[config.mk]
export PLATFORM = sky130hd
export DESIGN_NAME = xy2_100_tx_flat
export DESIGN_NICKNAME = d
export VERILOG_FILES = /design/src/rtl/xy2_100_pkg.sv /design/src/rtl/xy2_100_tx_if.sv /design/src/rtl/xy2_100_tx_frame_shifter.sv /design/src/rtl/xy2_100_tx.sv /design/src/flat_wrapper.sv
export SDC_FILE = /design/constraint.sdc
export NUM_CORES = 1
export LEC_CHECK = 0
export BUFFER_PORTS_ARGS = -buffer_cell sky130_fd_sc_hd__buf_2
export CAP_MARGIN = 20
export CORE_AREA = 2 2 106 108
export DETAILED_ROUTE_END_ITERATION = 6
export DIE_AREA = 0 0 108 110
export HOLD_SLACK_MARGIN = 0.1
export PLACE_DENSITY = 0.74
export SLEW_MARGIN = 10
export SYNTH_ARGS = -nofsm -noshare
export SYNTH_HDL_FRONTEND = slang
export SYNTH_SLANG_ARGS = --single-unit
[constraint.sdc]
create_clock -name clk_ref -period 1.9 [get_ports clk_ref]
set_input_delay 0.38 -clock clk_ref [delete_from_list [all_inputs] [get_ports clk_ref]]
set_output_delay 0.38 -clock clk_ref [all_outputs]
set_load 0.02 [all_outputs]
[src/rtl/xy2_100_pkg.sv]
// XY2-100 shared definitions: frame geometry, default control field, frame builder.
package xy2_100_pkg;

  localparam int unsigned XY2_FRAME_BITS   = 20;
  localparam int unsigned XY2_SYNC_LOW_BIT = 19;
  localparam logic [2:0]  XY2_CTRL_DEFAULT = 3'b001;

  typedef enum logic [1:0] {
    ST_IDLE,
    ST_LOAD,
    ST_RUN
  } xy2_tx_state_e;

  // 20-bit frame {ctrl, word, parity}; parity makes the whole frame even.
  function automatic logic [XY2_FRAME_BITS-1:0] xy2_frame(input logic [2:0]  ctrl,
                                                          input logic [15:0] word);
    return {ctrl, word, ^{ctrl, word}};
  endfunction

endpackage

[src/rtl/xy2_100_tx_if.sv]
// Host-side bus of the XY2-100 transmitter: data handshake, status and serial lines.
interface xy2_100_tx_if;
  logic        enable;
  logic [15:0] x_data;
  logic [15:0] y_data;
  logic        data_valid;
  logic        data_ready;
  logic        frame_start;
  logic        busy;
  logic        xy_clk;
  logic        xy_sync;
  logic        xy_x;
  logic        xy_y;

  modport master (
    output enable, x_data, y_data, data_valid,
    input  data_ready, frame_start, busy, xy_clk, xy_sync, xy_x, xy_y
  );

  modport slave (
    input  enable, x_data, y_data, data_valid,
    output data_ready, frame_start, busy, xy_clk, xy_sync, xy_x, xy_y
  );
endinterface

[src/rtl/xy2_100_tx_frame_shifter.sv]
// Per-axis frame shift register; MSB is the bit currently on the wire.
module xy2_frame_shifter #(
  parameter int unsigned W = 20
) (
  input  logic         clk,
  input  logic         rst,
  input  logic         i_load,
  input  logic         i_shift,
  input  logic         i_clear,
  input  logic [W-1:0] i_data,
  output logic         o_msb
);

  logic [W-1:0] r_sr;

  // Clear wins over load, load wins over shift.
  always_ff @(posedge clk) begin
    if (rst || i_clear) begin
      r_sr <= '0;
    end else if (i_load) begin
      r_sr <= i_data;
    end else if (i_shift) begin
      r_sr <= {r_sr[W-2:0], 1'b0};
    end
  end

  assign o_msb = r_sr[W-1];

endmodule

[src/rtl/xy2_100_tx.sv]
// XY2-100 transmitter: holding buffer, timing FSM and two frame shifters (X/Y).
module xy2_100_tx
  import xy2_100_pkg::*;
#(
  parameter int unsigned CLK_DIV   = 5,
  parameter logic [2:0]  CTRL_BITS = XY2_CTRL_DEFAULT
) (
  input  logic         clk_ref,
  input  logic         sys_rst,
  xy2_100_tx_if.slave  bus
);

  localparam int unsigned    PW       = (CLK_DIV > 1) ? $clog2(CLK_DIV) : 1;
  localparam logic [PW-1:0]  PH_LAST  = PW'(CLK_DIV - 1);
  localparam logic [4:0]     BIT_LAST = 5'(XY2_SYNC_LOW_BIT);

  xy2_tx_state_e r_state;
  logic [PW-1:0] r_phase;
  logic          r_half;
  logic [4:0]    r_bit;
  logic          r_xy_clk;
  logic          r_xy_sync;
  logic          r_frame_start;
  logic          r_busy;
  logic          r_buf_full;
  logic [15:0]   r_buf_x, r_buf_y;
  logic [15:0]   r_last_x, r_last_y;

  logic          w_accept;
  logic          w_load;
  logic          w_bit_end;
  logic          w_frame_end;
  logic          w_shift;
  logic          w_clear;
  logic [15:0]   w_word_x, w_word_y;
  logic [XY2_FRAME_BITS-1:0] w_frame_x, w_frame_y;
  logic          w_x_msb, w_y_msb;

  assign w_accept    = bus.data_valid && !r_buf_full;
  assign w_load      = (r_state == ST_LOAD);
  assign w_bit_end   = (r_state == ST_RUN) && (r_phase == PH_LAST) && r_half;
  assign w_frame_end = w_bit_end && (r_bit == BIT_LAST);
  // Bit 19 is held through LOAD so data only ever moves with the xy_clk rise.
  assign w_shift     = w_bit_end && !w_frame_end;
  assign w_clear     = w_frame_end && !bus.enable;

  assign w_word_x  = r_buf_full ? r_buf_x : r_last_x;
  assign w_word_y  = r_buf_full ? r_buf_y : r_last_y;
  assign w_frame_x = xy2_frame(CTRL_BITS, w_word_x);
  assign w_frame_y = xy2_frame(CTRL_BITS, w_word_y);

  // Holding buffer and last-sent words; LOAD consumes before any same-cycle accept.
  always_ff @(posedge clk_ref) begin
    if (sys_rst) begin
      r_buf_full <= 1'b0;
      r_buf_x    <= '0;
      r_buf_y    <= '0;
      r_last_x   <= '0;
      r_last_y   <= '0;
    end else if (w_load && r_buf_full) begin
      r_last_x   <= r_buf_x;
      r_last_y   <= r_buf_y;
      r_buf_full <= 1'b0;
    end else if (w_accept) begin
      r_buf_x    <= bus.x_data;
      r_buf_y    <= bus.y_data;
      r_buf_full <= 1'b1;
    end
  end

  // Timing FSM: phase/half/bit counters and registered xy_clk, xy_sync, status.
  always_ff @(posedge clk_ref) begin
    if (sys_rst) begin
      r_state       <= ST_IDLE;
      r_phase       <= '0;
      r_half        <= 1'b0;
      r_bit         <= '0;
      r_xy_clk      <= 1'b0;
      r_xy_sync     <= 1'b0;
      r_frame_start <= 1'b0;
      r_busy        <= 1'b0;
    end else begin
      case (r_state)
        ST_IDLE: begin
          r_frame_start <= 1'b0;
          r_busy        <= 1'b0;
          r_xy_clk      <= 1'b0;
          r_xy_sync     <= 1'b0;
          if (bus.enable) begin
            r_state       <= ST_LOAD;
            r_frame_start <= 1'b1;
            r_busy        <= 1'b1;
          end
        end
        ST_LOAD: begin
          r_frame_start <= 1'b0;
          r_state       <= ST_RUN;
          r_phase       <= '0;
          r_half        <= 1'b0;
          r_bit         <= '0;
          r_xy_clk      <= 1'b1;
          r_xy_sync     <= 1'b1;
        end
        ST_RUN: begin
          if (r_phase == PH_LAST) begin
            r_phase <= '0;
            if (!r_half) begin
              r_half   <= 1'b1;
              r_xy_clk <= 1'b0;
            end else if (r_bit == BIT_LAST) begin
              if (bus.enable) begin
                r_state       <= ST_LOAD;
                r_frame_start <= 1'b1;
              end else begin
                r_state   <= ST_IDLE;
                r_busy    <= 1'b0;
                r_xy_sync <= 1'b0;
              end
            end else begin
              r_half    <= 1'b0;
              r_xy_clk  <= 1'b1;
              r_bit     <= r_bit + 5'd1;
              r_xy_sync <= ((r_bit + 5'd1) != BIT_LAST);
            end
          end else begin
            r_phase <= r_phase + PW'(1);
          end
        end
        default: r_state <= ST_IDLE;
      endcase
    end
  end

  xy2_frame_shifter #(.W(XY2_FRAME_BITS)) u_shift_x (
    .clk     (clk_ref),
    .rst     (sys_rst),
    .i_load  (w_load),
    .i_shift (w_shift),
    .i_clear (w_clear),
    .i_data  (w_frame_x),
    .o_msb   (w_x_msb)
  );

  xy2_frame_shifter #(.W(XY2_FRAME_BITS)) u_shift_y (
    .clk     (clk_ref),
    .rst     (sys_rst),
    .i_load  (w_load),
    .i_shift (w_shift),
    .i_clear (w_clear),
    .i_data  (w_frame_y),
    .o_msb   (w_y_msb)
  );

  assign bus.data_ready  = !r_buf_full;
  assign bus.frame_start = r_frame_start;
  assign bus.busy        = r_busy;
  assign bus.xy_clk      = r_xy_clk;
  assign bus.xy_sync     = r_xy_sync;
  assign bus.xy_x        = w_x_msb;
  assign bus.xy_y        = w_y_msb;

endmodule

[src/flat_wrapper.sv]
// flat-port wrapper written by rule: the top's interface ports become plain ports
module xy2_100_tx_flat import xy2_100_pkg::*;
#(
  parameter int unsigned CLK_DIV   = 5,
  parameter logic [2:0]  CTRL_BITS = XY2_CTRL_DEFAULT
)
  (clk_ref, sys_rst, bus_enable, bus_x_data, bus_y_data, bus_data_valid, bus_data_ready, bus_frame_start, bus_busy, bus_xy_clk, bus_xy_sync, bus_xy_x, bus_xy_y);
  xy2_100_tx_if bus_i ();
  input  logic clk_ref;
  input  logic sys_rst;
  input wire logic [$bits(bus_i.enable)-1:0] bus_enable;
  input wire logic [$bits(bus_i.x_data)-1:0] bus_x_data;
  input wire logic [$bits(bus_i.y_data)-1:0] bus_y_data;
  input wire logic [$bits(bus_i.data_valid)-1:0] bus_data_valid;
  output wire logic [$bits(bus_i.data_ready)-1:0] bus_data_ready;
  output wire logic [$bits(bus_i.frame_start)-1:0] bus_frame_start;
  output wire logic [$bits(bus_i.busy)-1:0] bus_busy;
  output wire logic [$bits(bus_i.xy_clk)-1:0] bus_xy_clk;
  output wire logic [$bits(bus_i.xy_sync)-1:0] bus_xy_sync;
  output wire logic [$bits(bus_i.xy_x)-1:0] bus_xy_x;
  output wire logic [$bits(bus_i.xy_y)-1:0] bus_xy_y;
  assign bus_i.enable = bus_enable;
  assign bus_i.x_data = bus_x_data;
  assign bus_i.y_data = bus_y_data;
  assign bus_i.data_valid = bus_data_valid;
  assign bus_data_ready = bus_i.data_ready;
  assign bus_frame_start = bus_i.frame_start;
  assign bus_busy = bus_i.busy;
  assign bus_xy_clk = bus_i.xy_clk;
  assign bus_xy_sync = bus_i.xy_sync;
  assign bus_xy_x = bus_i.xy_x;
  assign bus_xy_y = bus_i.xy_y;
  xy2_100_tx #(.CLK_DIV(CLK_DIV), .CTRL_BITS(CTRL_BITS)) u_core (.clk_ref(clk_ref), .sys_rst(sys_rst), .bus(bus_i));
endmodule
## Word-level counts from Yosys, hierarchy flattened

Cells that the tools add are included.

- Flip-flop bits (word level): 120
- Bits in latches: 0
- Memory bits (writable): 0
- Bits in read-only memories: 0
- Memories kept: 0

- $add $sub $neg: 2
- Multiply operators: 0
- Divide/modulo/power cells: 0
- $lt $le $gt $ge: 0
- Eq/ne operators: 14
- Shift operators: 0
- Mux-type cells: 41
- Bitwise gates (word level): 1
- Reductions and logical operators: 28

Operators with widths:

| cell | number |
|---|---|
| 18-bit 2-to-1 mux | 4 |
| 19-bit parity | 2 |
| 16-bit 2-to-1 mux | 2 |
| 1-bit 2-to-1 mux | 19 |
| 5-bit 2-to-1 mux | 3 |
| 2-bit inequality test (second input constant) | 6 |
| 4-bit AND reduction | 3 |
| 5-bit case mux with 2 select lines | 1 |
| 5-bit AND reduction | 2 |
| 1-bit case mux with 3 select lines | 3 |
| 2-bit 2-to-1 mux | 4 |
| 1-bit logical AND | 7 |
| 3-bit inequality test (second input constant) | 2 |
| 2-bit case mux with 3 select lines | 1 |
| 3-bit case mux with 2 select lines | 1 |
| 2-bit nonzero test | 3 |
| 5-bit by 1-bit adder with 5-bit output (second input constant) | 1 |
| 5-bit equality test (second input constant) | 1 |
| 5-bit inequality test (second input constant) | 1 |
| 1-bit case mux with 2 select lines | 2 |
| 2-bit AND reduction | 2 |
| 2-bit OR reduction | 2 |
| 3-bit by 1-bit adder with 3-bit output (second input constant) | 1 |
| 3-bit equality test (second input constant) | 1 |
| 10 further kinds | 12 |

## Logic depth before layout (Yosys ltp)

Gate-level depths: netlist of run 1.

- Depth in word-level cells: 8
- Gate-level depth with buffers: 11
- Gate-level depth less buffers: 8

## Cells and area by module

Synthesis of run 1 repeated with hierarchy kept, for this count alone.

- Cell total of the unflattened synthesis: 637
- Area, all modules: 6,058.3 um^2

Modules (own cells, without submodules):

| module | times used | cells each | area an instance (um^2) |
|---|---|---|---|
| xy2_100_tx | 1 | 459 | 3,953.8 |
| xy2_frame_shifter | 2 | 89 | 1,052.3 |

## Worst setup path before layout of run 1

No wires, ideal clock.

- Kind: register to register
- Start: register u_core.r_state[0]
- End: register u_core.u_shift_x.r_sr[14]
- Arrival: 1.783 ns
- Required time: 1.814 ns
- Slack: 0.031 ns
- Cell stages (with the launch flop): 11
- Cells stage by stage: dfxtp_1 inv_1 ha_1 buf_2 and4_1 nand2_1 nor2_1 or2_1 clkbuf_1 buf_2 a211oi_1

- Word-level cells in the longest chain between the ends: 7
- Elaborated cells on any way between the ends: 11
- Those cells by class: 2 x eq/ne; 1 x mux; 8 x reduce/logical

RTL lines:

| what | RTL line | RTL |
|---|---|---|
| from (decl) | xy2_100_tx.sv:17 | `xy2_tx_state_e r_state;` |
| from (signal assigned) | xy2_100_tx.sv:74 | `r_state <= ST_IDLE;` |
| from (signal assigned) | xy2_100_tx.sv:90 | `r_state <= ST_LOAD;` |
| from (signal assigned) | xy2_100_tx.sv:97 | `r_state <= ST_RUN;` |
| 2-bit equality test | xy2_100_tx.sv:41 | `assign w_bit_end = (r_state == ST_RUN) && (r_phase == PH_LAST) && r_half;` |
| 1-bit logical AND (2 in a row) | xy2_100_tx.sv:41 |  |
| 1-bit logical AND | xy2_100_tx.sv:42 | `assign w_frame_end = w_bit_end && (r_bit == BIT_LAST);` |
| 1-bit zero test | xy2_100_tx.sv:44 | `assign w_shift = w_bit_end && !w_frame_end;` |
| 1-bit logical AND | xy2_100_tx.sv:44 |  |
| 2-bit nonzero test (no source line) | n/a |  |
| to (signal assigned) | xy2_100_tx_frame_shifter.sv:21 | `r_sr <= i_data;` |
| to (signal assigned) | xy2_100_tx_frame_shifter.sv:23 | `r_sr <= {r_sr[W-2:0], 1'b0};` |
| to (decl) | xy2_100_tx_frame_shifter.sv:14 | `logic [W-1:0] r_sr;` |

Several ways; a longest one is shown, not always the timed one.
A chain may end at the register's enable or synchronous reset.

## Worst setup path after layout of run 1

- Start: register u_core.r_buf_full
- End: output bus_data_ready

- Word-level cells in the longest chain between the ends: 1

RTL lines:

| what | RTL line | RTL |
|---|---|---|
| from (decl) | xy2_100_tx.sv:25 | `logic r_buf_full;` |
| from (signal assigned) | xy2_100_tx.sv:55 | `r_buf_full <= 1'b0;` |
| from (signal assigned) | xy2_100_tx.sv:63 | `r_buf_full <= 1'b0;` |
| from (signal assigned) | xy2_100_tx.sv:67 | `r_buf_full <= 1'b1;` |
| 1-bit zero test | xy2_100_tx.sv:154 | `assign bus.data_ready = !r_buf_full;` |
| to (decl) | flat_wrapper.sv:15 | `output wire logic [$bits(bus_i.data_ready)-1:0] bus_data_ready;` |

No other way between the ends.

==> flow_metrics.tcl, run 1 <==
set metrics [dict create \
    status "complete, no violations" \
    fin_crit_sh_pct 96.9 \
    post-place-cells 860 \
    clk_latency_ns 0.52 \
    first_pass_iters 7 \
    cts_root_buf "clkbuf_8" \
    synth_edf_count 0 \
    critical_path.max_fanout 16 \
    path_clk_slew_ns 0.06 \
    crit_type "reg2out" \
    worstSetupEndpointType "primary output" \
    design.core.area_um2 10700 \
    vias_per_cell 5.52 \
    instances_no_fill 928 \
    wl_per_cell_um 14.9 \
    grt_pass1_vias 4945 \
    fmax_mhz 543 \
    cts_buffers 17 \
    dieArea_um2 11900 \
    powerDensity_nw_per_um2 1240 \
    synth_area_um2 5660 \
    place.gp.congestion 0.847 \
    finalWirelength_um 13900 \
    period_needed_ns 1.84 \
    netlist.area_leader.share_pct 42.4 \
    antenna_found_initial 0 \
    drv_slew 0 \
    drive_gt1_share_pct 16.6 \
    dpl_cell_area_um2 6080 \
    hp-class "in2reg" \
    layout.nets 820 \
    grt_max_degree 46 \
    arrival_ns 1.46 \
    yosysWarningCount 0 \
    n_fill_cell 844 \
    io_buffers 42 \
    rows 38 \
    dieHeight_um 110 \
    start_util_pct 52.9 \
    async_flop_share_pct 0 \
    cts.sinks 120 \
    cap_viol_max_count 0 \
    leakagePower_nw 2.83 \
    synth_top_cell_by_area "dfxtp_1" \
    tns_ns 0 \
    dp_hpwl_um 8300 \
    cts.htree.levels 4 \
    grt_setup_unrepaired "false" \
    required_ns 1.52 \
    die_x_um 108 \
    vdd_ir_drop_max_mv 0.797 \
    ios 43 \
    slew_headroom_pct 63.1 \
    drt_iter0_markers 376 \
    clock-skew-final_ns 0.00576 \
    seq_area_frac_synth_pct 42.4 \
    syn_nets 748 \
    diodes 0 \
    final_area_um2 7160 \
    syn_area_per_cell_um2 8.06 \
    clock_path_buffers 2 \
    drc_errors 0 \
    final-setup-viol-count 0 \
    grt_pass1_wl_um 23000 \
    globalRouteOverflowTotal 0 \
    synthFlopType "dfxtp_1" \
    synth.area.top_cells "dfxtp_1 (42%), nand2_1 (14%), mux2i_1 (8.3%)" \
    hold_viol_final 0 \
    antenna_left 0 \
    syn_inst 703 \
    area_delta_synth_final_pct 26.4 \
    synth-seq-cells 120 \
    cp-start-kind "flop" \
    vias 5122 \
    yosysUniqueCellTypes 40 \
    cts_tree "done" \
    tightest_slew_ns 0.552 \
    grt_usage_pct 24.5 \
]
-- metal layers --
metal	up-vias	part of all wire, %	GRT usage (%)
met5	-	0	0
met4	0	1.7	10.2
met3	21	5.0	4.94
met2	167	49	41.1
met1	2410	44	30.9
li1	2524	-	-
-- sequential cells by signal, indices dropped and copies added, names as in the netlist, 2 cells and up --
register	cells
u_core.r_phase	3
u_core.r_bit	5
u_core.u_shift_y.r_sr	20
u_core.r_buf_y	16
u_core.u_shift_x.r_sr	20
u_core.r_buf_x	16
u_core.r_last_y	16
u_core.r_state	2
u_core.r_last_x	16
-- stage by stage --
step	hold slack (ns)	worst slack (ns)	util [%]	total power [W]
2_1_floorplan	0.432	0.0314	-	0.00479
3_3_place_gp	0.442	-0.0415	56.7	0.00525
3_5_place_dp	0.446	-0.0115	56.9	0.00534
4_1_cts	0.100	0.0147	65.7	0.00880
5_1_grt	0.105	0.00498	66.9	0.00931
6_report	0.115	0.0588	66.9	0.00887
-- layout by cell type, fill, tap and decap left out, types with 2 or more instances in the layout --
cell           Yosys  layout
clkinv_4           0       2
nand2b_1           3       2
nand2_1          208     208
nor4_1             2       2
a211oi_2           0       5
xor2_1            20      20
xnor2_1           22      22
clkinv_2           0       4
buf_12             0       6
mux2i_1           47      44
dlygate4sd3_1      0      25
nand4_1            4       4
o21ai_0            5       5
nand3_1            4       4
nor3_1             3       3
inv_2              0       2
clkbuf_16          0      17
nor2_1            21      19
buf_4              3      26
clkinvlp_4         0       2
a211oi_1          38      33
o21ai_1            2       2
ha_1               9       7
a21oi_1           85      85
mux2i_2            0       3
nor2_2             1       2
and3_1            26      26
and2_1             6       6
a31oi_1            4       4
clkbuf_8           0       4
dfxtp_1          120     118
inv_1             11       9
bufinv_16          0       4
buf_2             12      42
dfxtp_2            0       2
-- critical path, cell delays in order, from the launching register on --
cell     delay [ns]
dfxtp_2        0.34
buf_12         0.16
inv_4          0.06
buf_4          0.18
buf_2          0.19
-- cells in the mapped netlist, types with 6 or more instances --
cell      count
nor2_1       21
and2_1        6
and3_1       26
inv_1        11
xnor2_1      22
ha_1          9
nand2_1     208
dfxtp_1     120
buf_2        12
a211oi_1     38
mux2i_1      47
xor2_1       20
a21oi_1      85
clkbuf_1     30
-- logic make-up (layout without fill, tap and decap cells) --
kind of cell / after synthesis / in the layout / share of synthesized area [%]
muxes: 47 / 47 / 8.31
and+or+nand+nor: 284 / 284 / 21.3
xor gates and xnor gates: 42 / 42 / 6.49
buffers and inverters: 61 / 146 / 5.01
AOI/OAI and AO/OA: 140 / 140 / 14.5
DFF: 120 / 120 / 42.4
adders and majority gates: 9 / 9 / 1.99
-- timing repair --
action                     4_1_cts  5_1_grt
gates cloned                     1        1
hold endpoints to repair        25        0
setup endpoints to repair       24       36
setup buffers                    0        9
pin swaps                        0        1
resized for setup                9       11
hold buffers                    25        0
-- final cells by class --
type	instances	area (um2)	area share (%)
Clock buffer	20	455	6.36
Clock inverter	12	173	2.41
Sequential cell	120	2400	33.6
Multi-Input combinational cell	522	3060	42.7
Tap cell	140	175	2.45
Timing Repair Buffer	102	848	11.8
Inverter	12	47.5	0.664
-- report_power, final --
part / leakage [nW] / internal [W] / switching, W / total, W
logic: 1.55 / 0.00103 / 0.00126 / 0.00229
clock network: 0.307 / 0.00223 / 0.00114 / 0.00336
registers: 0.980 / 0.00294 / 0.000270 / 0.00321
total: 2.83 / 0.00620 / 0.00267 / 0.00887
-- worst paths after layout --
path / from / endpoint / slack (ns) / depth (start not counted)
worst max register to register: u_core.r_state[0] / u_core.u_shift_x.r_sr[11] / 0.06 / 8
worst min-delay path: bus_x_data[11] / u_core.r_buf_x[11] / 0.11 / 3
worst max-delay path: u_core.r_buf_full / bus_data_ready / 0.06 / 4
worst min register to register: u_core.u_shift_x.r_sr[19] / u_core.u_shift_x.r_sr[19] / 0.45 / 2
Power figures use the tool's default switching activity.
==> run 2: changes to the inputs <==
CORE_AREA = 2 2 107 109   (was 2 2 106 108)
DIE_AREA = 0 0 109 111   (was 0 0 108 110)
SYNTH_HIERARCHICAL = 1   (was not set)
clock period = 2.2 ns   (was 1.9 ns; I/O delays follow)
==> flow_metrics.tcl, run 2 <==
set metrics [dict create \
    leakagePower_nw 3.22 \
    clock-skew-final_ns 0.00477 \
    die_x_um 109 \
    period_needed_ns 2.08 \
    tns_ns 0 \
    synth_mux_area_share_pct 16.7 \
    diodes 0 \
    synth.area.top_cells "dfxtp_1 (40%), mux2_4 (11%), nand2_1 (8.6%)" \
    drive_gt1_share_pct 23.0 \
    rows 39 \
    final-setup-viol-count 0 \
    holdPathStages 3 \
    dieArea_um2 12100 \
    synthTopCellsByCount "nand2_1 (138), dfxtp_1 (120), a21oi_1 (78)" \
    io_buffers 42 \
    dp_hpwl_um 8160 \
    cp-start-kind "flop" \
    comb_power_share_pct 28.0 \
    postCtsSetupRepairBufs 0 \
    arrival_ns 2.38 \
    clk_latency_ns 0.41 \
    pwr-share-seq_pct 38.2 \
    synth_fa_ha_area_share_pct 1.65 \
    synth-seq-cells 120 \
    holdBufCountCts 0 \
    hold_viol_final 0 \
    synth_compound_area_share_pct 14.6 \
    drv_slew 0 \
    required_ns 2.50 \
    crit_chain "ha_1 > and4bb_2 > nand3b_1 > inv_2 > buf_12 > mux2_1 > o211a_1" \
    crit_path_top_delay_cell "mux2_1" \
    vias_per_cell 5.37 \
    layout.nets 720 \
    vdd_ir_drop_max_mv 0.572 \
    dieHeight_um 111 \
    reg2reg_from "u_core/r_bit[0]" \
    min_from "bus_y_data[11]" \
    hold_path_end "u_core/r_buf_y[11]" \
    final_cell_mix "nand2_1 (138), dfxtp_1 (119), a21oi_1 (78)" \
    synth_xor_area_share_pct 6.03 \
    design.core.area_um2 11100 \
    place.gp.congestion 0.837 \
    synth_area_um2 6060 \
    clock_path_buffers 2 \
    yosysMostFrequentCell "nand2_1" \
    swShare_pct 29.1 \
    antenna_found_initial 0 \
    grt_setup_unrepaired "false" \
    r2r_slack_ns 0.12 \
    hp-class "in2reg" \
    area_delta_synth_final_pct 14.4 \
    dpl_cell_area_um2 6410 \
    seq_area_frac_synth_pct 39.7 \
    cts.htree.levels 4 \
    fmax_mhz 480 \
    postLayoutCoreUtil_pct 62.6 \
    yosysWarningCount 6 \
    finalWirelength_um 12200 \
    first_pass_iters 5 \
    crit_type "reg2reg" \
    antenna_left 0 \
    synth_top_family_by_area "multiplexers" \
    synth_top_cell_by_area "dfxtp_1" \
    grt_usage_pct 21.7 \
    start_util_pct 54.7 \
    final_common_cell "nand2_1" \
    syn_area_per_cell_um2 9.51 \
    ios 43 \
    netlist.area_leader.share_pct 39.7 \
    async_flop_share_pct 0 \
    grt_pass1_vias 4478 \
    wl_per_cell_um 14.8 \
    synthSimpleGateAreaFrac_pct 16.6 \
    final_area_um2 6930 \
    grt_max_degree 37 \
    syn_inst 637 \
    yosysUniqueCellTypes 45 \
    cts_buffers 17 \
    grt_pass1_wl_um 20900 \
    critPathBufInv 2 \
    worstSetupEndpointType "flop" \
    synthFlopType "dfxtp_1" \
    drc_errors 0 \
    critical_path.max_fanout 34 \
    n_fill_cell 894 \
    synth_edf_count 0 \
    status "complete, no violations" \
    critical-path-max-stage-delay_ns 0.36 \
    path_clk_slew_ns 0.05 \
    cap_viol_max_count 0 \
    vias 4444 \
    largest_registers "u_core/u_shift_x/r_sr: 20 flops, u_core/u_shift_y/r_sr: 20 flops" \
    intPower_w 0.00518 \
    reg2reg_depth 7 \
    cts.sinks 120 \
    cts_tree "done" \
    cts_root_buf "clkbuf_16" \
    clock_power_share_pct 33.8 \
    cp_top_family "simple AND/OR/NAND/NOR gates" \
    r2r_end "u_core/u_shift_x/r_sr[8]" \
    powerDensity_nw_per_um2 1050 \
    globalRouteOverflowTotal 0 \
    post_cts_resized 0 \
    drt_iter0_markers 168 \
    fin_crit_sh_pct 94.7 \
    p_switching_w 0.00212 \
]
run 2: changes by cell type after synthesis, sizes merged, moves of 10 or more:
cell    delta
mux2      +70
nand2     -70
mux2i     -42
o211a     +38
a211oi    -36
nand2b    +36
and3      -25
xnor2     -20
xor2      -10
run 2: how the worst max path moves through the flow:
| stage | from | endpoint | cells after the start |
|---|---|---|---|
| 3_5_place_dp | u_core/r_bit[0] | u_core/u_shift_y/r_sr[7] | 7 |
| 3_3_place_gp | u_core/r_bit[0] | u_core/u_shift_y/r_sr[8] | 7 |
| 4_1_cts | u_core/r_bit[0] | u_core/u_shift_y/r_sr[7] | 7 |
| 2_1_floorplan | u_core/r_bit[0] | u_core/u_shift_x/r_sr[14] | 7 |
| 6_report | u_core/r_bit[0] | u_core/u_shift_x/r_sr[8] | 7 |
| 5_1_grt | u_core/r_phase[0] | u_core/u_shift_x/r_sr[15] | 8 |
run 2: layout make-up:
type / count / area [um2] / share of cell area (%)
repair buffers: 61 / 390 / 5.63
flip-flops and latches: 120 / 2400 / 34.7
well taps: 143 / 179 / 2.58
inverters: 11 / 41.3 / 0.596
clock inverters: 5 / 50.0 / 0.722
clock buffers: 22 / 474 / 6.84
multi-input cells: 465 / 3390 / 49.0
run 2: kinds of logic (layout without fill, tap and decap cells):
| group | after synthesis | count (layout) |
|---|---|---|
| other cells | 2 | 6 |
| simple gates | 221 | 221 |
| xor+xnor | 22 | 22 |
| buf+inv | 56 | 99 |
| flops | 120 | 120 |
| fa+ha+maj | 8 | 8 |
| mux | 75 | 75 |
| compound gates | 133 | 133 |
run 2: worst register-to-register path: stages, from the launching register on:
cell and delay [ns]:
dfxtp_1 0.34, ha_1 0.21, and4bb_2 0.27, nand3b_1 0.21, inv_2 0.11, buf_12 0.24, mux2_1 0.39, o211a_1 0.21
run 2: layer usage:
metal	GRT usage, %	part of all wire, %
met5	0	0
met4	7.18	1.0
met3	5.35	3.3
met2	35.4	49
met1	27.9	46
run 2: metrics by stage:
| step | instances | power, W | hold slack [ns] | setup WS [ns] |
|---|---|---|---|---|
| after detailed placement | 800 | 0.00486 | 0.444 | 0.136 |
| after global routing | 827 | 0.00771 | 0.270 | 0.0261 |
| after CTS | 827 | 0.00737 | 0.255 | 0.127 |
| final | 827 | 0.00731 | 0.270 | 0.116 |
| after floorplan | 641 | 0.00441 | 0.432 | 0.0840 |
| after global placement | 800 | 0.00477 | 0.439 | 0.205 |
run 2: power groups by stage:
stage               Clock, W  Combinational (W)  Sequential (W)
floorplan                  0            0.00161         0.00280
global placement           0            0.00196         0.00281
detailed placement         0            0.00203         0.00283
CTS                  0.00252            0.00206         0.00279
global route         0.00261            0.00226         0.00284
finish               0.00247            0.00205         0.00279
